## config.mk

```make
export PLATFORM = sky130hd
export DESIGN_NAME = mem_port_arbiter_flat
export DESIGN_NICKNAME = d
export VERILOG_FILES = /design/src/rtl/mem_port_arbiter_if.sv /design/src/rtl/mem_port_arbiter.sv /design/src/flat_wrapper.sv
export SDC_FILE = /design/constraint.sdc
export NUM_CORES = 1
export LEC_CHECK = 0
export BUFFER_PORTS_ARGS = -buffer_cell sky130_fd_sc_hd__buf_2
export CAP_MARGIN = 5
export CORE_AREA = 3 3 278 280
export DETAILED_ROUTE_END_ITERATION = 10
export DIE_AREA = 0 0 281 283
export GPL_TIMING_DRIVEN = 1
export PLACE_DENSITY = 0.33
export SYNTH_ARGS = -nofsm -noshare
export SYNTH_HDL_FRONTEND = slang
export SYNTH_SLANG_ARGS = --single-unit
```

## constraint.sdc

```tcl
create_clock -name aclk -period 3.71 [get_ports aclk]
set_input_delay 0.1855 -clock aclk [delete_from_list [all_inputs] [get_ports aclk]]
set_output_delay 0.1855 -clock aclk [all_outputs]
set_load 0.005 [all_outputs]
```

## src/rtl/mem_port_arbiter_if.sv

```systemverilog
// AXI4 bus bundle shared by the CPU port, the SD DMA port and the MIG port.
// Valid/ready rule on every channel: a transfer happens in the cycle where
// both valid and ready are high; once valid rises it stays high, with its
// payload stable, until that transfer.
interface mem_port_arbiter_if #(
    parameter int unsigned ID_WIDTH   = 4,
    parameter int unsigned ADDR_WIDTH = 32,
    parameter int unsigned DATA_WIDTH = 32,
    parameter int unsigned USER_WIDTH = 1
);
    logic [ID_WIDTH-1:0]     aw_id;
    logic [ADDR_WIDTH-1:0]   aw_addr;
    logic [7:0]              aw_len;
    logic [2:0]              aw_size;
    logic [1:0]              aw_burst;
    logic                    aw_lock;
    logic [3:0]              aw_cache;
    logic [2:0]              aw_prot;
    logic [3:0]              aw_qos;
    logic [3:0]              aw_region;
    logic [5:0]              aw_atop;
    logic [USER_WIDTH-1:0]   aw_user;
    logic                    aw_valid;
    logic                    aw_ready;

    logic [DATA_WIDTH-1:0]   w_data;
    logic [DATA_WIDTH/8-1:0] w_strb;
    logic                    w_last;
    logic [USER_WIDTH-1:0]   w_user;
    logic                    w_valid;
    logic                    w_ready;

    logic [ID_WIDTH-1:0]     b_id;
    logic [1:0]              b_resp;
    logic [USER_WIDTH-1:0]   b_user;
    logic                    b_valid;
    logic                    b_ready;

    logic [ID_WIDTH-1:0]     ar_id;
    logic [ADDR_WIDTH-1:0]   ar_addr;
    logic [7:0]              ar_len;
    logic [2:0]              ar_size;
    logic [1:0]              ar_burst;
    logic                    ar_lock;
    logic [3:0]              ar_cache;
    logic [2:0]              ar_prot;
    logic [3:0]              ar_qos;
    logic [3:0]              ar_region;
    logic [USER_WIDTH-1:0]   ar_user;
    logic                    ar_valid;
    logic                    ar_ready;

    logic [ID_WIDTH-1:0]     r_id;
    logic [DATA_WIDTH-1:0]   r_data;
    logic [1:0]              r_resp;
    logic                    r_last;
    logic [USER_WIDTH-1:0]   r_user;
    logic                    r_valid;
    logic                    r_ready;

    modport master (
        output aw_id, aw_addr, aw_len, aw_size, aw_burst, aw_lock, aw_cache,
               aw_prot, aw_qos, aw_region, aw_atop, aw_user, aw_valid,
        input  aw_ready,
        output w_data, w_strb, w_last, w_user, w_valid,
        input  w_ready,
        input  b_id, b_resp, b_user, b_valid,
        output b_ready,
        output ar_id, ar_addr, ar_len, ar_size, ar_burst, ar_lock, ar_cache,
               ar_prot, ar_qos, ar_region, ar_user, ar_valid,
        input  ar_ready,
        input  r_id, r_data, r_resp, r_last, r_user, r_valid,
        output r_ready
    );

    modport slave (
        input  aw_id, aw_addr, aw_len, aw_size, aw_burst, aw_lock, aw_cache,
               aw_prot, aw_qos, aw_region, aw_atop, aw_user, aw_valid,
        output aw_ready,
        input  w_data, w_strb, w_last, w_user, w_valid,
        output w_ready,
        output b_id, b_resp, b_user, b_valid,
        input  b_ready,
        input  ar_id, ar_addr, ar_len, ar_size, ar_burst, ar_lock, ar_cache,
               ar_prot, ar_qos, ar_region, ar_user, ar_valid,
        output ar_ready,
        output r_id, r_data, r_resp, r_last, r_user, r_valid,
        input  r_ready
    );
endinterface

```

## src/rtl/mem_port_arbiter.sv

```systemverilog
// Weighted round-robin arbiter sharing the MIG AXI4 port between the CPU
// path (port 0) and the SD DMA master (port 1). The winning port index is
// prefixed onto the ID; R/B come back by that ID bit, W follows AW order
// through a small grant FIFO.
module mem_port_arbiter #(
    parameter int unsigned SLV_ID_WIDTH   = 4,
    parameter int unsigned MST_ID_WIDTH   = 5,
    parameter int unsigned AXI_ADDR_WIDTH = 32,
    parameter int unsigned AXI_DATA_WIDTH = 32,
    parameter int unsigned WEIGHT0        = 4,
    parameter int unsigned WEIGHT1        = 1,
    parameter int unsigned MAX_R_TRANS    = 8,
    parameter int unsigned MAX_W_TRANS    = 4
) (
    input  logic                              aclk,
    input  logic                              aresetn,
    mem_port_arbiter_if.slave                 slv0,
    mem_port_arbiter_if.slave                 slv1,
    mem_port_arbiter_if.master                mst,
    output logic                              dbg_ar_state,
    output logic                              dbg_aw_state,
    output logic [$clog2(MAX_R_TRANS+1)-1:0]  dbg_rd_out,
    output logic [$clog2(MAX_W_TRANS+1)-1:0]  dbg_w_count
);
    localparam int CW  = 8;
    localparam int RDW = $clog2(MAX_R_TRANS + 1);
    localparam int PW  = (MAX_W_TRANS > 1) ? $clog2(MAX_W_TRANS) : 1;
    localparam int FCW = $clog2(MAX_W_TRANS + 1);

    typedef enum logic {IDLE = 1'b0, HOLD = 1'b1} state_e;

    state_e              ar_state_q, ar_state_d, aw_state_q, aw_state_d;
    logic                ar_gnt_q, ar_gnt_d, aw_gnt_q, aw_gnt_d;
    logic                ar_p_q, ar_p_d, aw_p_q, aw_p_d;
    logic [CW-1:0]       ar_cnt_q, ar_cnt_d, aw_cnt_q, aw_cnt_d;
    logic [RDW-1:0]      rd_out_q, rd_out_d;
    logic [MAX_W_TRANS-1:0] wq_q, wq_d;
    logic [PW-1:0]       w_wr_ptr_q, w_wr_ptr_d, w_rd_ptr_q, w_rd_ptr_d;
    logic [FCW-1:0]      w_cnt_q, w_cnt_d;

    logic ar_hs, aw_hs, r_done, w_pop, ar_blocked, aw_blocked, w_head, w_nonempty;
    logic [AXI_ADDR_WIDTH-1:0] ar_addr_sel, aw_addr_sel;
    logic [AXI_DATA_WIDTH-1:0] w_data_sel;

    // Weighted choice: a lone requester wins without touching the weight
    // state; under contention the preferred port wins until its weight runs out.
    function automatic void pick(input logic req0, input logic req1, input logic p,
                                 input logic [CW-1:0] cnt, output logic g,
                                 output logic p_n, output logic [CW-1:0] cnt_n);
        logic [CW-1:0] weight;
        weight = p ? CW'(WEIGHT1) : CW'(WEIGHT0);
        g      = req1 & ~req0;
        p_n    = p;
        cnt_n  = cnt;
        if (req0 && req1) begin
            g = p;
            if (cnt + CW'(1) == weight) begin
                p_n   = ~p;
                cnt_n = '0;
            end else begin
                cnt_n = cnt + CW'(1);
            end
        end
    endfunction

    assign ar_hs      = mst.ar_valid & mst.ar_ready;
    assign aw_hs      = mst.aw_valid & mst.aw_ready;
    assign r_done     = mst.r_valid & mst.r_ready & mst.r_last;
    assign w_pop      = mst.w_valid & mst.w_ready & mst.w_last;
    assign ar_blocked = (rd_out_q == RDW'(MAX_R_TRANS));
    assign aw_blocked = (w_cnt_q == FCW'(MAX_W_TRANS));
    assign w_head     = wq_q[w_rd_ptr_q];
    assign w_nonempty = (w_cnt_q != '0);

    // AR grant FSM next state: grant in IDLE, hold until the MIG accepts
    always_comb begin
        ar_state_d = ar_state_q;
        ar_gnt_d   = ar_gnt_q;
        ar_p_d     = ar_p_q;
        ar_cnt_d   = ar_cnt_q;
        case (ar_state_q)
            IDLE: if (!ar_blocked && (slv0.ar_valid || slv1.ar_valid)) begin
                pick(slv0.ar_valid, slv1.ar_valid, ar_p_q, ar_cnt_q, ar_gnt_d, ar_p_d, ar_cnt_d);
                ar_state_d = HOLD;
            end
            HOLD: if (ar_hs) ar_state_d = IDLE;
            default: ar_state_d = IDLE;
        endcase
    end

    // AW grant FSM next state: same shape, blocked by a full W route FIFO
    always_comb begin
        aw_state_d = aw_state_q;
        aw_gnt_d   = aw_gnt_q;
        aw_p_d     = aw_p_q;
        aw_cnt_d   = aw_cnt_q;
        case (aw_state_q)
            IDLE: if (!aw_blocked && (slv0.aw_valid || slv1.aw_valid)) begin
                pick(slv0.aw_valid, slv1.aw_valid, aw_p_q, aw_cnt_q, aw_gnt_d, aw_p_d, aw_cnt_d);
                aw_state_d = HOLD;
            end
            HOLD: if (aw_hs) aw_state_d = IDLE;
            default: aw_state_d = IDLE;
        endcase
    end

    // Outstanding read bursts and the W route FIFO bookkeeping
    always_comb begin
        rd_out_d   = rd_out_q;
        wq_d       = wq_q;
        w_wr_ptr_d = w_wr_ptr_q;
        w_rd_ptr_d = w_rd_ptr_q;
        w_cnt_d    = w_cnt_q;
        case ({ar_hs, r_done})
            2'b10:   rd_out_d = rd_out_q + RDW'(1);
            2'b01:   rd_out_d = rd_out_q - RDW'(1);
            default: rd_out_d = rd_out_q;
        endcase
        if (aw_hs) begin
            wq_d[w_wr_ptr_q] = aw_gnt_q;
            w_wr_ptr_d       = w_wr_ptr_q + PW'(1);
        end
        if (w_pop) w_rd_ptr_d = w_rd_ptr_q + PW'(1);
        case ({aw_hs, w_pop})
            2'b10:   w_cnt_d = w_cnt_q + FCW'(1);
            2'b01:   w_cnt_d = w_cnt_q - FCW'(1);
            default: w_cnt_d = w_cnt_q;
        endcase
    end

    // All state registers; reset discards any in-flight bursts
    always_ff @(posedge aclk) begin
        if (!aresetn) begin
            ar_state_q <= IDLE;
            aw_state_q <= IDLE;
            ar_gnt_q   <= 1'b0;
            aw_gnt_q   <= 1'b0;
            ar_p_q     <= 1'b0;
            aw_p_q     <= 1'b0;
            ar_cnt_q   <= '0;
            aw_cnt_q   <= '0;
            rd_out_q   <= '0;
            wq_q       <= '0;
            w_wr_ptr_q <= '0;
            w_rd_ptr_q <= '0;
            w_cnt_q    <= '0;
        end else begin
            ar_state_q <= ar_state_d;
            aw_state_q <= aw_state_d;
            ar_gnt_q   <= ar_gnt_d;
            aw_gnt_q   <= aw_gnt_d;
            ar_p_q     <= ar_p_d;
            aw_p_q     <= aw_p_d;
            ar_cnt_q   <= ar_cnt_d;
            aw_cnt_q   <= aw_cnt_d;
            rd_out_q   <= rd_out_d;
            wq_q       <= wq_d;
            w_wr_ptr_q <= w_wr_ptr_d;
            w_rd_ptr_q <= w_rd_ptr_d;
            w_cnt_q    <= w_cnt_d;
        end
    end

    // AR channel: granted port's request passes through while holding
    assign ar_addr_sel   = ar_gnt_q ? slv1.ar_addr : slv0.ar_addr;
    assign mst.ar_valid  = (ar_state_q == HOLD);
    assign mst.ar_id     = {ar_gnt_q, ar_gnt_q ? slv1.ar_id : slv0.ar_id};
    assign mst.ar_addr   = ar_addr_sel;
    assign mst.ar_len    = ar_gnt_q ? slv1.ar_len    : slv0.ar_len;
    assign mst.ar_size   = ar_gnt_q ? slv1.ar_size   : slv0.ar_size;
    assign mst.ar_burst  = ar_gnt_q ? slv1.ar_burst  : slv0.ar_burst;
    assign mst.ar_lock   = ar_gnt_q ? slv1.ar_lock   : slv0.ar_lock;
    assign mst.ar_cache  = ar_gnt_q ? slv1.ar_cache  : slv0.ar_cache;
    assign mst.ar_prot   = ar_gnt_q ? slv1.ar_prot   : slv0.ar_prot;
    assign mst.ar_qos    = ar_gnt_q ? slv1.ar_qos    : slv0.ar_qos;
    assign mst.ar_region = ar_gnt_q ? slv1.ar_region : slv0.ar_region;
    assign mst.ar_user   = ar_gnt_q ? slv1.ar_user   : slv0.ar_user;
    assign slv0.ar_ready = mst.ar_valid & ~ar_gnt_q & mst.ar_ready;
    assign slv1.ar_ready = mst.ar_valid &  ar_gnt_q & mst.ar_ready;

    // AW channel: same pass-through as AR
    assign aw_addr_sel   = aw_gnt_q ? slv1.aw_addr : slv0.aw_addr;
    assign mst.aw_valid  = (aw_state_q == HOLD);
    assign mst.aw_id     = {aw_gnt_q, aw_gnt_q ? slv1.aw_id : slv0.aw_id};
    assign mst.aw_addr   = aw_addr_sel;
    assign mst.aw_len    = aw_gnt_q ? slv1.aw_len    : slv0.aw_len;
    assign mst.aw_size   = aw_gnt_q ? slv1.aw_size   : slv0.aw_size;
    assign mst.aw_burst  = aw_gnt_q ? slv1.aw_burst  : slv0.aw_burst;
    assign mst.aw_lock   = aw_gnt_q ? slv1.aw_lock   : slv0.aw_lock;
    assign mst.aw_cache  = aw_gnt_q ? slv1.aw_cache  : slv0.aw_cache;
    assign mst.aw_prot   = aw_gnt_q ? slv1.aw_prot   : slv0.aw_prot;
    assign mst.aw_qos    = aw_gnt_q ? slv1.aw_qos    : slv0.aw_qos;
    assign mst.aw_region = aw_gnt_q ? slv1.aw_region : slv0.aw_region;
    assign mst.aw_atop   = aw_gnt_q ? slv1.aw_atop   : slv0.aw_atop;
    assign mst.aw_user   = aw_gnt_q ? slv1.aw_user   : slv0.aw_user;
    assign slv0.aw_ready = mst.aw_valid & ~aw_gnt_q & mst.aw_ready;
    assign slv1.aw_ready = mst.aw_valid &  aw_gnt_q & mst.aw_ready;

    // W channel: FIFO head picks which port's data goes to the MIG
    assign w_data_sel   = w_head ? slv1.w_data : slv0.w_data;
    assign mst.w_data   = w_data_sel;
    assign mst.w_strb   = w_head ? slv1.w_strb : slv0.w_strb;
    assign mst.w_last   = w_head ? slv1.w_last : slv0.w_last;
    assign mst.w_user   = w_head ? slv1.w_user : slv0.w_user;
    assign mst.w_valid  = w_nonempty & (w_head ? slv1.w_valid : slv0.w_valid);
    assign slv0.w_ready = w_nonempty & ~w_head & mst.w_ready;
    assign slv1.w_ready = w_nonempty &  w_head & mst.w_ready;

    // R and B: routed back by the port bit prepended to the ID
    assign slv0.r_valid = mst.r_valid & ~mst.r_id[MST_ID_WIDTH-1];
    assign slv1.r_valid = mst.r_valid &  mst.r_id[MST_ID_WIDTH-1];
    assign slv0.r_id    = mst.r_id[SLV_ID_WIDTH-1:0];
    assign slv1.r_id    = mst.r_id[SLV_ID_WIDTH-1:0];
    assign slv0.r_data  = mst.r_data;
    assign slv1.r_data  = mst.r_data;
    assign slv0.r_resp  = mst.r_resp;
    assign slv1.r_resp  = mst.r_resp;
    assign slv0.r_last  = mst.r_last;
    assign slv1.r_last  = mst.r_last;
    assign slv0.r_user  = mst.r_user;
    assign slv1.r_user  = mst.r_user;
    assign mst.r_ready  = mst.r_valid & (mst.r_id[MST_ID_WIDTH-1] ? slv1.r_ready : slv0.r_ready);

    assign slv0.b_valid = mst.b_valid & ~mst.b_id[MST_ID_WIDTH-1];
    assign slv1.b_valid = mst.b_valid &  mst.b_id[MST_ID_WIDTH-1];
    assign slv0.b_id    = mst.b_id[SLV_ID_WIDTH-1:0];
    assign slv1.b_id    = mst.b_id[SLV_ID_WIDTH-1:0];
    assign slv0.b_resp  = mst.b_resp;
    assign slv1.b_resp  = mst.b_resp;
    assign slv0.b_user  = mst.b_user;
    assign slv1.b_user  = mst.b_user;
    assign mst.b_ready  = mst.b_valid & (mst.b_id[MST_ID_WIDTH-1] ? slv1.b_ready : slv0.b_ready);

    assign dbg_ar_state = (ar_state_q == HOLD);
    assign dbg_aw_state = (aw_state_q == HOLD);
    assign dbg_rd_out   = rd_out_q;
    assign dbg_w_count  = w_cnt_q;
endmodule

```

## src/flat_wrapper.sv

```systemverilog
// flat-port wrapper written by rule: the top's interface ports become plain ports
module mem_port_arbiter_flat 
#(
    parameter int unsigned SLV_ID_WIDTH   = 4,
    parameter int unsigned MST_ID_WIDTH   = 5,
    parameter int unsigned AXI_ADDR_WIDTH = 32,
    parameter int unsigned AXI_DATA_WIDTH = 32,
    parameter int unsigned WEIGHT0        = 4,
    parameter int unsigned WEIGHT1        = 1,
    parameter int unsigned MAX_R_TRANS    = 8,
    parameter int unsigned MAX_W_TRANS    = 4
)
  (aclk, aresetn, dbg_ar_state, dbg_aw_state, dbg_rd_out, dbg_w_count, slv0_aw_id, slv0_aw_addr, slv0_aw_len, slv0_aw_size, slv0_aw_burst, slv0_aw_lock, slv0_aw_cache, slv0_aw_prot, slv0_aw_qos, slv0_aw_region, slv0_aw_atop, slv0_aw_user, slv0_aw_valid, slv0_aw_ready, slv0_w_data, slv0_w_strb, slv0_w_last, slv0_w_user, slv0_w_valid, slv0_w_ready, slv0_b_id, slv0_b_resp, slv0_b_user, slv0_b_valid, slv0_b_ready, slv0_ar_id, slv0_ar_addr, slv0_ar_len, slv0_ar_size, slv0_ar_burst, slv0_ar_lock, slv0_ar_cache, slv0_ar_prot, slv0_ar_qos, slv0_ar_region, slv0_ar_user, slv0_ar_valid, slv0_ar_ready, slv0_r_id, slv0_r_data, slv0_r_resp, slv0_r_last, slv0_r_user, slv0_r_valid, slv0_r_ready, slv1_aw_id, slv1_aw_addr, slv1_aw_len, slv1_aw_size, slv1_aw_burst, slv1_aw_lock, slv1_aw_cache, slv1_aw_prot, slv1_aw_qos, slv1_aw_region, slv1_aw_atop, slv1_aw_user, slv1_aw_valid, slv1_aw_ready, slv1_w_data, slv1_w_strb, slv1_w_last, slv1_w_user, slv1_w_valid, slv1_w_ready, slv1_b_id, slv1_b_resp, slv1_b_user, slv1_b_valid, slv1_b_ready, slv1_ar_id, slv1_ar_addr, slv1_ar_len, slv1_ar_size, slv1_ar_burst, slv1_ar_lock, slv1_ar_cache, slv1_ar_prot, slv1_ar_qos, slv1_ar_region, slv1_ar_user, slv1_ar_valid, slv1_ar_ready, slv1_r_id, slv1_r_data, slv1_r_resp, slv1_r_last, slv1_r_user, slv1_r_valid, slv1_r_ready, mst_aw_id, mst_aw_addr, mst_aw_len, mst_aw_size, mst_aw_burst, mst_aw_lock, mst_aw_cache, mst_aw_prot, mst_aw_qos, mst_aw_region, mst_aw_atop, mst_aw_user, mst_aw_valid, mst_aw_ready, mst_w_data, mst_w_strb, mst_w_last, mst_w_user, mst_w_valid, mst_w_ready, mst_b_id, mst_b_resp, mst_b_user, mst_b_valid, mst_b_ready, mst_ar_id, mst_ar_addr, mst_ar_len, mst_ar_size, mst_ar_burst, mst_ar_lock, mst_ar_cache, mst_ar_prot, mst_ar_qos, mst_ar_region, mst_ar_user, mst_ar_valid, mst_ar_ready, mst_r_id, mst_r_data, mst_r_resp, mst_r_last, mst_r_user, mst_r_valid, mst_r_ready);
  mem_port_arbiter_if #(.ID_WIDTH(4)) slv0_i ();
  mem_port_arbiter_if #(.ID_WIDTH(4)) slv1_i ();
  mem_port_arbiter_if #(.ID_WIDTH(5)) mst_i ();
  input  logic aclk;
  input  logic aresetn;
  output logic dbg_ar_state;
  output logic dbg_aw_state;
  output logic [$clog2(MAX_R_TRANS+1)-1:0] dbg_rd_out;
  output logic [$clog2(MAX_W_TRANS+1)-1:0] dbg_w_count;
  input wire logic [$bits(slv0_i.aw_id)-1:0] slv0_aw_id;
  input wire logic [$bits(slv0_i.aw_addr)-1:0] slv0_aw_addr;
  input wire logic [$bits(slv0_i.aw_len)-1:0] slv0_aw_len;
  input wire logic [$bits(slv0_i.aw_size)-1:0] slv0_aw_size;
  input wire logic [$bits(slv0_i.aw_burst)-1:0] slv0_aw_burst;
  input wire logic [$bits(slv0_i.aw_lock)-1:0] slv0_aw_lock;
  input wire logic [$bits(slv0_i.aw_cache)-1:0] slv0_aw_cache;
  input wire logic [$bits(slv0_i.aw_prot)-1:0] slv0_aw_prot;
  input wire logic [$bits(slv0_i.aw_qos)-1:0] slv0_aw_qos;
  input wire logic [$bits(slv0_i.aw_region)-1:0] slv0_aw_region;
  input wire logic [$bits(slv0_i.aw_atop)-1:0] slv0_aw_atop;
  input wire logic [$bits(slv0_i.aw_user)-1:0] slv0_aw_user;
  input wire logic [$bits(slv0_i.aw_valid)-1:0] slv0_aw_valid;
  output wire logic [$bits(slv0_i.aw_ready)-1:0] slv0_aw_ready;
  input wire logic [$bits(slv0_i.w_data)-1:0] slv0_w_data;
  input wire logic [$bits(slv0_i.w_strb)-1:0] slv0_w_strb;
  input wire logic [$bits(slv0_i.w_last)-1:0] slv0_w_last;
  input wire logic [$bits(slv0_i.w_user)-1:0] slv0_w_user;
  input wire logic [$bits(slv0_i.w_valid)-1:0] slv0_w_valid;
  output wire logic [$bits(slv0_i.w_ready)-1:0] slv0_w_ready;
  output wire logic [$bits(slv0_i.b_id)-1:0] slv0_b_id;
  output wire logic [$bits(slv0_i.b_resp)-1:0] slv0_b_resp;
  output wire logic [$bits(slv0_i.b_user)-1:0] slv0_b_user;
  output wire logic [$bits(slv0_i.b_valid)-1:0] slv0_b_valid;
  input wire logic [$bits(slv0_i.b_ready)-1:0] slv0_b_ready;
  input wire logic [$bits(slv0_i.ar_id)-1:0] slv0_ar_id;
  input wire logic [$bits(slv0_i.ar_addr)-1:0] slv0_ar_addr;
  input wire logic [$bits(slv0_i.ar_len)-1:0] slv0_ar_len;
  input wire logic [$bits(slv0_i.ar_size)-1:0] slv0_ar_size;
  input wire logic [$bits(slv0_i.ar_burst)-1:0] slv0_ar_burst;
  input wire logic [$bits(slv0_i.ar_lock)-1:0] slv0_ar_lock;
  input wire logic [$bits(slv0_i.ar_cache)-1:0] slv0_ar_cache;
  input wire logic [$bits(slv0_i.ar_prot)-1:0] slv0_ar_prot;
  input wire logic [$bits(slv0_i.ar_qos)-1:0] slv0_ar_qos;
  input wire logic [$bits(slv0_i.ar_region)-1:0] slv0_ar_region;
  input wire logic [$bits(slv0_i.ar_user)-1:0] slv0_ar_user;
  input wire logic [$bits(slv0_i.ar_valid)-1:0] slv0_ar_valid;
  output wire logic [$bits(slv0_i.ar_ready)-1:0] slv0_ar_ready;
  output wire logic [$bits(slv0_i.r_id)-1:0] slv0_r_id;
  output wire logic [$bits(slv0_i.r_data)-1:0] slv0_r_data;
  output wire logic [$bits(slv0_i.r_resp)-1:0] slv0_r_resp;
  output wire logic [$bits(slv0_i.r_last)-1:0] slv0_r_last;
  output wire logic [$bits(slv0_i.r_user)-1:0] slv0_r_user;
  output wire logic [$bits(slv0_i.r_valid)-1:0] slv0_r_valid;
  input wire logic [$bits(slv0_i.r_ready)-1:0] slv0_r_ready;
  input wire logic [$bits(slv1_i.aw_id)-1:0] slv1_aw_id;
  input wire logic [$bits(slv1_i.aw_addr)-1:0] slv1_aw_addr;
  input wire logic [$bits(slv1_i.aw_len)-1:0] slv1_aw_len;
  input wire logic [$bits(slv1_i.aw_size)-1:0] slv1_aw_size;
  input wire logic [$bits(slv1_i.aw_burst)-1:0] slv1_aw_burst;
  input wire logic [$bits(slv1_i.aw_lock)-1:0] slv1_aw_lock;
  input wire logic [$bits(slv1_i.aw_cache)-1:0] slv1_aw_cache;
  input wire logic [$bits(slv1_i.aw_prot)-1:0] slv1_aw_prot;
  input wire logic [$bits(slv1_i.aw_qos)-1:0] slv1_aw_qos;
  input wire logic [$bits(slv1_i.aw_region)-1:0] slv1_aw_region;
  input wire logic [$bits(slv1_i.aw_atop)-1:0] slv1_aw_atop;
  input wire logic [$bits(slv1_i.aw_user)-1:0] slv1_aw_user;
  input wire logic [$bits(slv1_i.aw_valid)-1:0] slv1_aw_valid;
  output wire logic [$bits(slv1_i.aw_ready)-1:0] slv1_aw_ready;
  input wire logic [$bits(slv1_i.w_data)-1:0] slv1_w_data;
  input wire logic [$bits(slv1_i.w_strb)-1:0] slv1_w_strb;
  input wire logic [$bits(slv1_i.w_last)-1:0] slv1_w_last;
  input wire logic [$bits(slv1_i.w_user)-1:0] slv1_w_user;
  input wire logic [$bits(slv1_i.w_valid)-1:0] slv1_w_valid;
  output wire logic [$bits(slv1_i.w_ready)-1:0] slv1_w_ready;
  output wire logic [$bits(slv1_i.b_id)-1:0] slv1_b_id;
  output wire logic [$bits(slv1_i.b_resp)-1:0] slv1_b_resp;
  output wire logic [$bits(slv1_i.b_user)-1:0] slv1_b_user;
  output wire logic [$bits(slv1_i.b_valid)-1:0] slv1_b_valid;
  input wire logic [$bits(slv1_i.b_ready)-1:0] slv1_b_ready;
  input wire logic [$bits(slv1_i.ar_id)-1:0] slv1_ar_id;
  input wire logic [$bits(slv1_i.ar_addr)-1:0] slv1_ar_addr;
  input wire logic [$bits(slv1_i.ar_len)-1:0] slv1_ar_len;
  input wire logic [$bits(slv1_i.ar_size)-1:0] slv1_ar_size;
  input wire logic [$bits(slv1_i.ar_burst)-1:0] slv1_ar_burst;
  input wire logic [$bits(slv1_i.ar_lock)-1:0] slv1_ar_lock;
  input wire logic [$bits(slv1_i.ar_cache)-1:0] slv1_ar_cache;
  input wire logic [$bits(slv1_i.ar_prot)-1:0] slv1_ar_prot;
  input wire logic [$bits(slv1_i.ar_qos)-1:0] slv1_ar_qos;
  input wire logic [$bits(slv1_i.ar_region)-1:0] slv1_ar_region;
  input wire logic [$bits(slv1_i.ar_user)-1:0] slv1_ar_user;
  input wire logic [$bits(slv1_i.ar_valid)-1:0] slv1_ar_valid;
  output wire logic [$bits(slv1_i.ar_ready)-1:0] slv1_ar_ready;
  output wire logic [$bits(slv1_i.r_id)-1:0] slv1_r_id;
  output wire logic [$bits(slv1_i.r_data)-1:0] slv1_r_data;
  output wire logic [$bits(slv1_i.r_resp)-1:0] slv1_r_resp;
  output wire logic [$bits(slv1_i.r_last)-1:0] slv1_r_last;
  output wire logic [$bits(slv1_i.r_user)-1:0] slv1_r_user;
  output wire logic [$bits(slv1_i.r_valid)-1:0] slv1_r_valid;
  input wire logic [$bits(slv1_i.r_ready)-1:0] slv1_r_ready;
  output wire logic [$bits(mst_i.aw_id)-1:0] mst_aw_id;
  output wire logic [$bits(mst_i.aw_addr)-1:0] mst_aw_addr;
  output wire logic [$bits(mst_i.aw_len)-1:0] mst_aw_len;
  output wire logic [$bits(mst_i.aw_size)-1:0] mst_aw_size;
  output wire logic [$bits(mst_i.aw_burst)-1:0] mst_aw_burst;
  output wire logic [$bits(mst_i.aw_lock)-1:0] mst_aw_lock;
  output wire logic [$bits(mst_i.aw_cache)-1:0] mst_aw_cache;
  output wire logic [$bits(mst_i.aw_prot)-1:0] mst_aw_prot;
  output wire logic [$bits(mst_i.aw_qos)-1:0] mst_aw_qos;
  output wire logic [$bits(mst_i.aw_region)-1:0] mst_aw_region;
  output wire logic [$bits(mst_i.aw_atop)-1:0] mst_aw_atop;
  output wire logic [$bits(mst_i.aw_user)-1:0] mst_aw_user;
  output wire logic [$bits(mst_i.aw_valid)-1:0] mst_aw_valid;
  input wire logic [$bits(mst_i.aw_ready)-1:0] mst_aw_ready;
  output wire logic [$bits(mst_i.w_data)-1:0] mst_w_data;
  output wire logic [$bits(mst_i.w_strb)-1:0] mst_w_strb;
  output wire logic [$bits(mst_i.w_last)-1:0] mst_w_last;
  output wire logic [$bits(mst_i.w_user)-1:0] mst_w_user;
  output wire logic [$bits(mst_i.w_valid)-1:0] mst_w_valid;
  input wire logic [$bits(mst_i.w_ready)-1:0] mst_w_ready;
  input wire logic [$bits(mst_i.b_id)-1:0] mst_b_id;
  input wire logic [$bits(mst_i.b_resp)-1:0] mst_b_resp;
  input wire logic [$bits(mst_i.b_user)-1:0] mst_b_user;
  input wire logic [$bits(mst_i.b_valid)-1:0] mst_b_valid;
  output wire logic [$bits(mst_i.b_ready)-1:0] mst_b_ready;
  output wire logic [$bits(mst_i.ar_id)-1:0] mst_ar_id;
  output wire logic [$bits(mst_i.ar_addr)-1:0] mst_ar_addr;
  output wire logic [$bits(mst_i.ar_len)-1:0] mst_ar_len;
  output wire logic [$bits(mst_i.ar_size)-1:0] mst_ar_size;
  output wire logic [$bits(mst_i.ar_burst)-1:0] mst_ar_burst;
  output wire logic [$bits(mst_i.ar_lock)-1:0] mst_ar_lock;
  output wire logic [$bits(mst_i.ar_cache)-1:0] mst_ar_cache;
  output wire logic [$bits(mst_i.ar_prot)-1:0] mst_ar_prot;
  output wire logic [$bits(mst_i.ar_qos)-1:0] mst_ar_qos;
  output wire logic [$bits(mst_i.ar_region)-1:0] mst_ar_region;
  output wire logic [$bits(mst_i.ar_user)-1:0] mst_ar_user;
  output wire logic [$bits(mst_i.ar_valid)-1:0] mst_ar_valid;
  input wire logic [$bits(mst_i.ar_ready)-1:0] mst_ar_ready;
  input wire logic [$bits(mst_i.r_id)-1:0] mst_r_id;
  input wire logic [$bits(mst_i.r_data)-1:0] mst_r_data;
  input wire logic [$bits(mst_i.r_resp)-1:0] mst_r_resp;
  input wire logic [$bits(mst_i.r_last)-1:0] mst_r_last;
  input wire logic [$bits(mst_i.r_user)-1:0] mst_r_user;
  input wire logic [$bits(mst_i.r_valid)-1:0] mst_r_valid;
  output wire logic [$bits(mst_i.r_ready)-1:0] mst_r_ready;
  assign slv0_i.aw_id = slv0_aw_id;
  assign slv0_i.aw_addr = slv0_aw_addr;
  assign slv0_i.aw_len = slv0_aw_len;
  assign slv0_i.aw_size = slv0_aw_size;
  assign slv0_i.aw_burst = slv0_aw_burst;
  assign slv0_i.aw_lock = slv0_aw_lock;
  assign slv0_i.aw_cache = slv0_aw_cache;
  assign slv0_i.aw_prot = slv0_aw_prot;
  assign slv0_i.aw_qos = slv0_aw_qos;
  assign slv0_i.aw_region = slv0_aw_region;
  assign slv0_i.aw_atop = slv0_aw_atop;
  assign slv0_i.aw_user = slv0_aw_user;
  assign slv0_i.aw_valid = slv0_aw_valid;
  assign slv0_aw_ready = slv0_i.aw_ready;
  assign slv0_i.w_data = slv0_w_data;
  assign slv0_i.w_strb = slv0_w_strb;
  assign slv0_i.w_last = slv0_w_last;
  assign slv0_i.w_user = slv0_w_user;
  assign slv0_i.w_valid = slv0_w_valid;
  assign slv0_w_ready = slv0_i.w_ready;
  assign slv0_b_id = slv0_i.b_id;
  assign slv0_b_resp = slv0_i.b_resp;
  assign slv0_b_user = slv0_i.b_user;
  assign slv0_b_valid = slv0_i.b_valid;
  assign slv0_i.b_ready = slv0_b_ready;
  assign slv0_i.ar_id = slv0_ar_id;
  assign slv0_i.ar_addr = slv0_ar_addr;
  assign slv0_i.ar_len = slv0_ar_len;
  assign slv0_i.ar_size = slv0_ar_size;
  assign slv0_i.ar_burst = slv0_ar_burst;
  assign slv0_i.ar_lock = slv0_ar_lock;
  assign slv0_i.ar_cache = slv0_ar_cache;
  assign slv0_i.ar_prot = slv0_ar_prot;
  assign slv0_i.ar_qos = slv0_ar_qos;
  assign slv0_i.ar_region = slv0_ar_region;
  assign slv0_i.ar_user = slv0_ar_user;
  assign slv0_i.ar_valid = slv0_ar_valid;
  assign slv0_ar_ready = slv0_i.ar_ready;
  assign slv0_r_id = slv0_i.r_id;
  assign slv0_r_data = slv0_i.r_data;
  assign slv0_r_resp = slv0_i.r_resp;
  assign slv0_r_last = slv0_i.r_last;
  assign slv0_r_user = slv0_i.r_user;
  assign slv0_r_valid = slv0_i.r_valid;
  assign slv0_i.r_ready = slv0_r_ready;
  assign slv1_i.aw_id = slv1_aw_id;
  assign slv1_i.aw_addr = slv1_aw_addr;
  assign slv1_i.aw_len = slv1_aw_len;
  assign slv1_i.aw_size = slv1_aw_size;
  assign slv1_i.aw_burst = slv1_aw_burst;
  assign slv1_i.aw_lock = slv1_aw_lock;
  assign slv1_i.aw_cache = slv1_aw_cache;
  assign slv1_i.aw_prot = slv1_aw_prot;
  assign slv1_i.aw_qos = slv1_aw_qos;
  assign slv1_i.aw_region = slv1_aw_region;
  assign slv1_i.aw_atop = slv1_aw_atop;
  assign slv1_i.aw_user = slv1_aw_user;
  assign slv1_i.aw_valid = slv1_aw_valid;
  assign slv1_aw_ready = slv1_i.aw_ready;
  assign slv1_i.w_data = slv1_w_data;
  assign slv1_i.w_strb = slv1_w_strb;
  assign slv1_i.w_last = slv1_w_last;
  assign slv1_i.w_user = slv1_w_user;
  assign slv1_i.w_valid = slv1_w_valid;
  assign slv1_w_ready = slv1_i.w_ready;
  assign slv1_b_id = slv1_i.b_id;
  assign slv1_b_resp = slv1_i.b_resp;
  assign slv1_b_user = slv1_i.b_user;
  assign slv1_b_valid = slv1_i.b_valid;
  assign slv1_i.b_ready = slv1_b_ready;
  assign slv1_i.ar_id = slv1_ar_id;
  assign slv1_i.ar_addr = slv1_ar_addr;
  assign slv1_i.ar_len = slv1_ar_len;
  assign slv1_i.ar_size = slv1_ar_size;
  assign slv1_i.ar_burst = slv1_ar_burst;
  assign slv1_i.ar_lock = slv1_ar_lock;
  assign slv1_i.ar_cache = slv1_ar_cache;
  assign slv1_i.ar_prot = slv1_ar_prot;
  assign slv1_i.ar_qos = slv1_ar_qos;
  assign slv1_i.ar_region = slv1_ar_region;
  assign slv1_i.ar_user = slv1_ar_user;
  assign slv1_i.ar_valid = slv1_ar_valid;
  assign slv1_ar_ready = slv1_i.ar_ready;
  assign slv1_r_id = slv1_i.r_id;
  assign slv1_r_data = slv1_i.r_data;
  assign slv1_r_resp = slv1_i.r_resp;
  assign slv1_r_last = slv1_i.r_last;
  assign slv1_r_user = slv1_i.r_user;
  assign slv1_r_valid = slv1_i.r_valid;
  assign slv1_i.r_ready = slv1_r_ready;
  assign mst_aw_id = mst_i.aw_id;
  assign mst_aw_addr = mst_i.aw_addr;
  assign mst_aw_len = mst_i.aw_len;
  assign mst_aw_size = mst_i.aw_size;
  assign mst_aw_burst = mst_i.aw_burst;
  assign mst_aw_lock = mst_i.aw_lock;
  assign mst_aw_cache = mst_i.aw_cache;
  assign mst_aw_prot = mst_i.aw_prot;
  assign mst_aw_qos = mst_i.aw_qos;
  assign mst_aw_region = mst_i.aw_region;
  assign mst_aw_atop = mst_i.aw_atop;
  assign mst_aw_user = mst_i.aw_user;
  assign mst_aw_valid = mst_i.aw_valid;
  assign mst_i.aw_ready = mst_aw_ready;
  assign mst_w_data = mst_i.w_data;
  assign mst_w_strb = mst_i.w_strb;
  assign mst_w_last = mst_i.w_last;
  assign mst_w_user = mst_i.w_user;
  assign mst_w_valid = mst_i.w_valid;
  assign mst_i.w_ready = mst_w_ready;
  assign mst_i.b_id = mst_b_id;
  assign mst_i.b_resp = mst_b_resp;
  assign mst_i.b_user = mst_b_user;
  assign mst_i.b_valid = mst_b_valid;
  assign mst_b_ready = mst_i.b_ready;
  assign mst_ar_id = mst_i.ar_id;
  assign mst_ar_addr = mst_i.ar_addr;
  assign mst_ar_len = mst_i.ar_len;
  assign mst_ar_size = mst_i.ar_size;
  assign mst_ar_burst = mst_i.ar_burst;
  assign mst_ar_lock = mst_i.ar_lock;
  assign mst_ar_cache = mst_i.ar_cache;
  assign mst_ar_prot = mst_i.ar_prot;
  assign mst_ar_qos = mst_i.ar_qos;
  assign mst_ar_region = mst_i.ar_region;
  assign mst_ar_user = mst_i.ar_user;
  assign mst_ar_valid = mst_i.ar_valid;
  assign mst_i.ar_ready = mst_ar_ready;
  assign mst_i.r_id = mst_r_id;
  assign mst_i.r_data = mst_r_data;
  assign mst_i.r_resp = mst_r_resp;
  assign mst_i.r_last = mst_r_last;
  assign mst_i.r_user = mst_r_user;
  assign mst_i.r_valid = mst_r_valid;
  assign mst_r_ready = mst_i.r_ready;
  mem_port_arbiter #(.SLV_ID_WIDTH(SLV_ID_WIDTH), .MST_ID_WIDTH(MST_ID_WIDTH), .AXI_ADDR_WIDTH(AXI_ADDR_WIDTH), .AXI_DATA_WIDTH(AXI_DATA_WIDTH), .WEIGHT0(WEIGHT0), .WEIGHT1(WEIGHT1), .MAX_R_TRANS(MAX_R_TRANS), .MAX_W_TRANS(MAX_W_TRANS)) u_core (.aclk(aclk), .aresetn(aresetn), .slv0(slv0_i), .slv1(slv1_i), .mst(mst_i), .dbg_ar_state(dbg_ar_state), .dbg_aw_state(dbg_aw_state), .dbg_rd_out(dbg_rd_out), .dbg_w_count(dbg_w_count));
endmodule
```

==> reports/summary.log <==
qor: floorplanning.placementRows 100
qor: clock_tree.clkTransAtPathRegs 0.06 ns
qor: critical_path.critPathKind reg2reg
qor: synth.sequential_fraction_of_the_synthesis_area 14.9%
qor: synth.ys.warnings.count 0
qor: floorplanning.floorplan.die_area 79500 µm²
qor: layout.layout.cells.most_common_list 575 x buf_2, 176 x mux2_2, 35 x dfxtp_1
qor: power.power_density 200 nW/µm²
qor: synth.post-synth-top-area-fraction 39.8%
qor: min_path.holdCritStartpoint slv1_aw_valid
qor: sta.tightest_slew 1.04 ns
qor: routing.routed_via_density 2.91
qor: layout.post-route-cell-area 8450 µm²
qor: global_routing.global_route.usage.total 5.86%
qor: synth.seq_cells_post_synth 37
qor: placement.hpwlAfterDp 23200 µm
qor: clock_tree.cts.hold.buffers_added 0
qor: global_routing.grt_max_degree 81
qor: synth.synthDominantAreaCellType mux2_2
qor: placement.dp_slack 0.984 ns
qor: synth.synth_edf_count 0
qor: min_path.worstHoldPathCells 3
qor: job.cap_violations 0
qor: placement.gp_congestion 0.827
qor: sta.finalMaxSlewViolations 0
qor: clock_tree.clock_tree.buffer_depth 2
qor: floorplanning.fp.coreArea 74700 µm²
qor: critical_path.reg2regPathDepth 9
qor: sta.fin_ws 0.994 ns
qor: routing.ant_nets 0
qor: min_path.min-delay-path-class in2reg
qor: sta.fin_crit 2.72 ns
qor: sta.report.final.hold_viol_count 0
qor: clock_tree.htree_levels 2
qor: layout.area_growth_syn_to_layout 69.8%
qor: sta.fin_skew 0.00498 ns
qor: clock_tree.postCtsResizedCells 0
qor: synth.synth_area_leaders mux2_2 40%, dfxtp_1 15%, buf_4 15%
qor: routing.avgRoutedWirePerCell 13.1 µm
qor: synth.synthFlopType dfxtp_1
qor: routing.post_route_drc_violation_count 0
qor: clock_tree.cts_made_buffers 5
qor: floorplanning.fp.dieW 281 µm
qor: placement.dpl-instance-area 8250 µm²
qor: clock_tree.clock_latency 0.29 ns
qor: critical_path.critical_path.startpoint_type flop
qor: sta.fmaxAchievable 368 MHz
qor: synth.synth_async_sr_flop_share 0%
qor: min_path.timing.hold.worst_endpoint u_core.aw_gnt_q$_SDFFE_PN0P_
qor: critical_path.worstReg2RegEnd u_core.dbg_w_count[2]$_SDFFE_PN0P_
qor: synth.synth_cell_type_count 49
qor: sta.fin_crit_share 73.2%
qor: layout.finish.utilization 11.3%
qor: sta.final-setup-viol-count 0
qor: synth.synth_fp_nets 986
qor: power.peakVddDrop 0.227 mV
qor: floorplanning.starting_density_of_the_core 6.66%
qor: clock_tree.cts_setup_buffers 0
qor: global_routing.global_route_wire_length_before_repair 35400 µm
qor: layout.final_common_cell buf_2
qor: critical_path.worstPathMaxFanout 6
qor: synth.netlist_area 4970 µm²
qor: outcome.result_of_the_run completed
qor: sta.relSlewSlack 30.5%
qor: routing.drt_iter0_markers 189
qor: routing.vias 5786
qor: floorplanning.boundaryPins 714
qor: global_routing.grt_overflow_total 0
qor: layout.fraction_of_layout_instances_using_a_drive_strength_above_1 76.2%
qor: global_routing.via_count_of_the_first_global_routing_pass 5869
qor: critical_path.cp_data_required_time 3.94 ns
qor: sta.fin_setup_tns 0 ns
qor: power.power.total 1.69 mW
qor: placement.place.port_buffers 575
qor: clock_tree.numClockSinks 37
qor: floorplanning.die-height 283 µm
qor: clock_tree.cts_tree built
qor: critical_path.cp-end-kind flop
qor: global_routing.grt_antenna_before_repair 14
qor: synth.syn_area_per_cell 8.95 µm²
qor: clock_tree.cts-root-buf clkbuf_16
qor: routing.drt-total-wl 26000 µm
qor: critical_path.timing.rr.start u_core.w_rd_ptr_q[0]$_SDFFE_PN0P_
qor: layout.nNetsFinal 1444
qor: critical_path.rrSetupSlack 0.99 ns
qor: sta.grt_setup_unrepaired no
qor: synth.post_synthesis_cell_count 556
qor: routing.detail_route.first_pass.iterations 4
qor: power.power_leakage 3.87 nW
qor: critical_path.timing.critical_path.arrival 2.94 ns
## worst max-delay path, cell delays in order, from the launching register on
cell and delay, ns:
dfxtp_1 0.39, mux4_2 0.59, nand3b_1 0.20, a21oi_2 0.21, ha_1 0.21, inv_1 0.06, fa_1 0.38, xor2_1 0.16
or3_1 0.31, a21oi_1 0.13
## synthesized netlist by cell type (7+ instances only)
library cell,count
and3_1,8
and2_1,8
buf_1,7
buf_4,98
nand2b_1,7
xor2_1,12
nand2_1,28
nand3_1,10
clkbuf_1,15
ha_1,10
nor2_1,30
mux2_2,176
xnor2_1,12
inv_1,11
a21oi_1,18
dfxtp_1,37
## area by class of cell
| type | instances | area [µm²] |
|---|---|---|
| inverter | 11 | 41.3 |
| antenna | 6 | 15.0 |
| multi-input combinational | 381 | 3330 |
| clock inverter | 2 | 38.8 |
| clock buffer | 6 | 150 |
| timing repair buffer | 578 | 2910 |
| fill | 8656 | 66200 |
| sequential | 37 | 746 |
| tap | 969 | 1210 |
## power by group
group | total [mW] | switching, mW | internal (mW) | leakage [nW]
clock | 0.549 | 0.188 | 0.361 | 0.0926
sequential | 0.450 | 0.0395 | 0.410 | 0.301
combinational | 0.689 | 0.275 | 0.414 | 3.47
total | 1.69 | 0.503 | 1.18 | 3.87
## metrics by stage
step / std cells / hold slack, ns
2_1_floorplan: 556 / 0.307
3_3_place_gp: 1976 / 0.371
3_5_place_dp: 1976 / 0.371
4_1_cts: 1984 / 0.158
5_1_grt: 1989 / 0.195
6_report: 1990 / 0.168
## worst max-delay path by stage
stage / start / cells after the start / end / slack (ns)
floorplan: u_core.w_rd_ptr_q[0]$_SDFFE_PN0P_ / 10 / u_core.dbg_w_count[2]$_SDFFE_PN0P_ / 1.09
global placement: u_core.w_rd_ptr_q[0]$_SDFFE_PN0P_ / 9 / u_core.dbg_w_count[2]$_SDFFE_PN0P_ / 1.0
detailed placement: u_core.w_rd_ptr_q[0]$_SDFFE_PN0P_ / 9 / u_core.dbg_w_count[2]$_SDFFE_PN0P_ / 0.98
CTS: u_core.w_rd_ptr_q[0]$_SDFFE_PN0P_ / 9 / u_core.dbg_w_count[2]$_SDFFE_PN0P_ / 0.96
global route: u_core.w_rd_ptr_q[0]$_SDFFE_PN0P_ / 9 / u_core.dbg_w_count[2]$_SDFFE_PN0P_ / 0.80
finish: u_core.w_rd_ptr_q[0]$_SDFFE_PN0P_ / 9 / u_core.dbg_w_count[2]$_SDFFE_PN0P_ / 0.99
## routing by layer
| layer | track usage (%) | share of wire [%] | vias up |
|---|---|---|---|
| met4 | 1.84 | 2.6 | 8 |
| met5 | 0 | 0.21 | - |
| li1 | - | - | 2766 |
| met1 | 5.56 | 34 | 2520 |
| met3 | 2.64 | 13 | 31 |
| met2 | 11.1 | 51 | 461 |
## cell families after synthesis
| group | count (synthesis) | share of synthesized area [%] |
|---|---|---|
| XOR/XNOR | 24 | 4.23 |
| AND/OR/NAND/NOR | 125 | 13.1 |
| multiplexers | 183 | 41.5 |
| buffers and inverters | 138 | 18.1 |
| flip-flops | 37 | 14.9 |
| AO/OA/AOI/OAI | 37 | 4.88 |
| adder cells (fa/ha/maj) | 12 | 3.32 |
## state kept, by name, summed over array words and instances, names as in the netlist
register,count
u_core.ar_cnt_q,8
u_core.aw_cnt_q,8
u_core.dbg_rd_out,4
u_core.wq_q,4
u_core.dbg_w_count,3
u_core.w_rd_ptr_q,2
u_core.w_wr_ptr_q,2
u_core.ar_gnt_q,1
u_core.ar_p_q,1
u_core.aw_gnt_q,1
u_core.aw_p_q,1
u_core.dbg_ar_state,1
u_core.dbg_aw_state,1
Power figures use the tool's default switching activity.
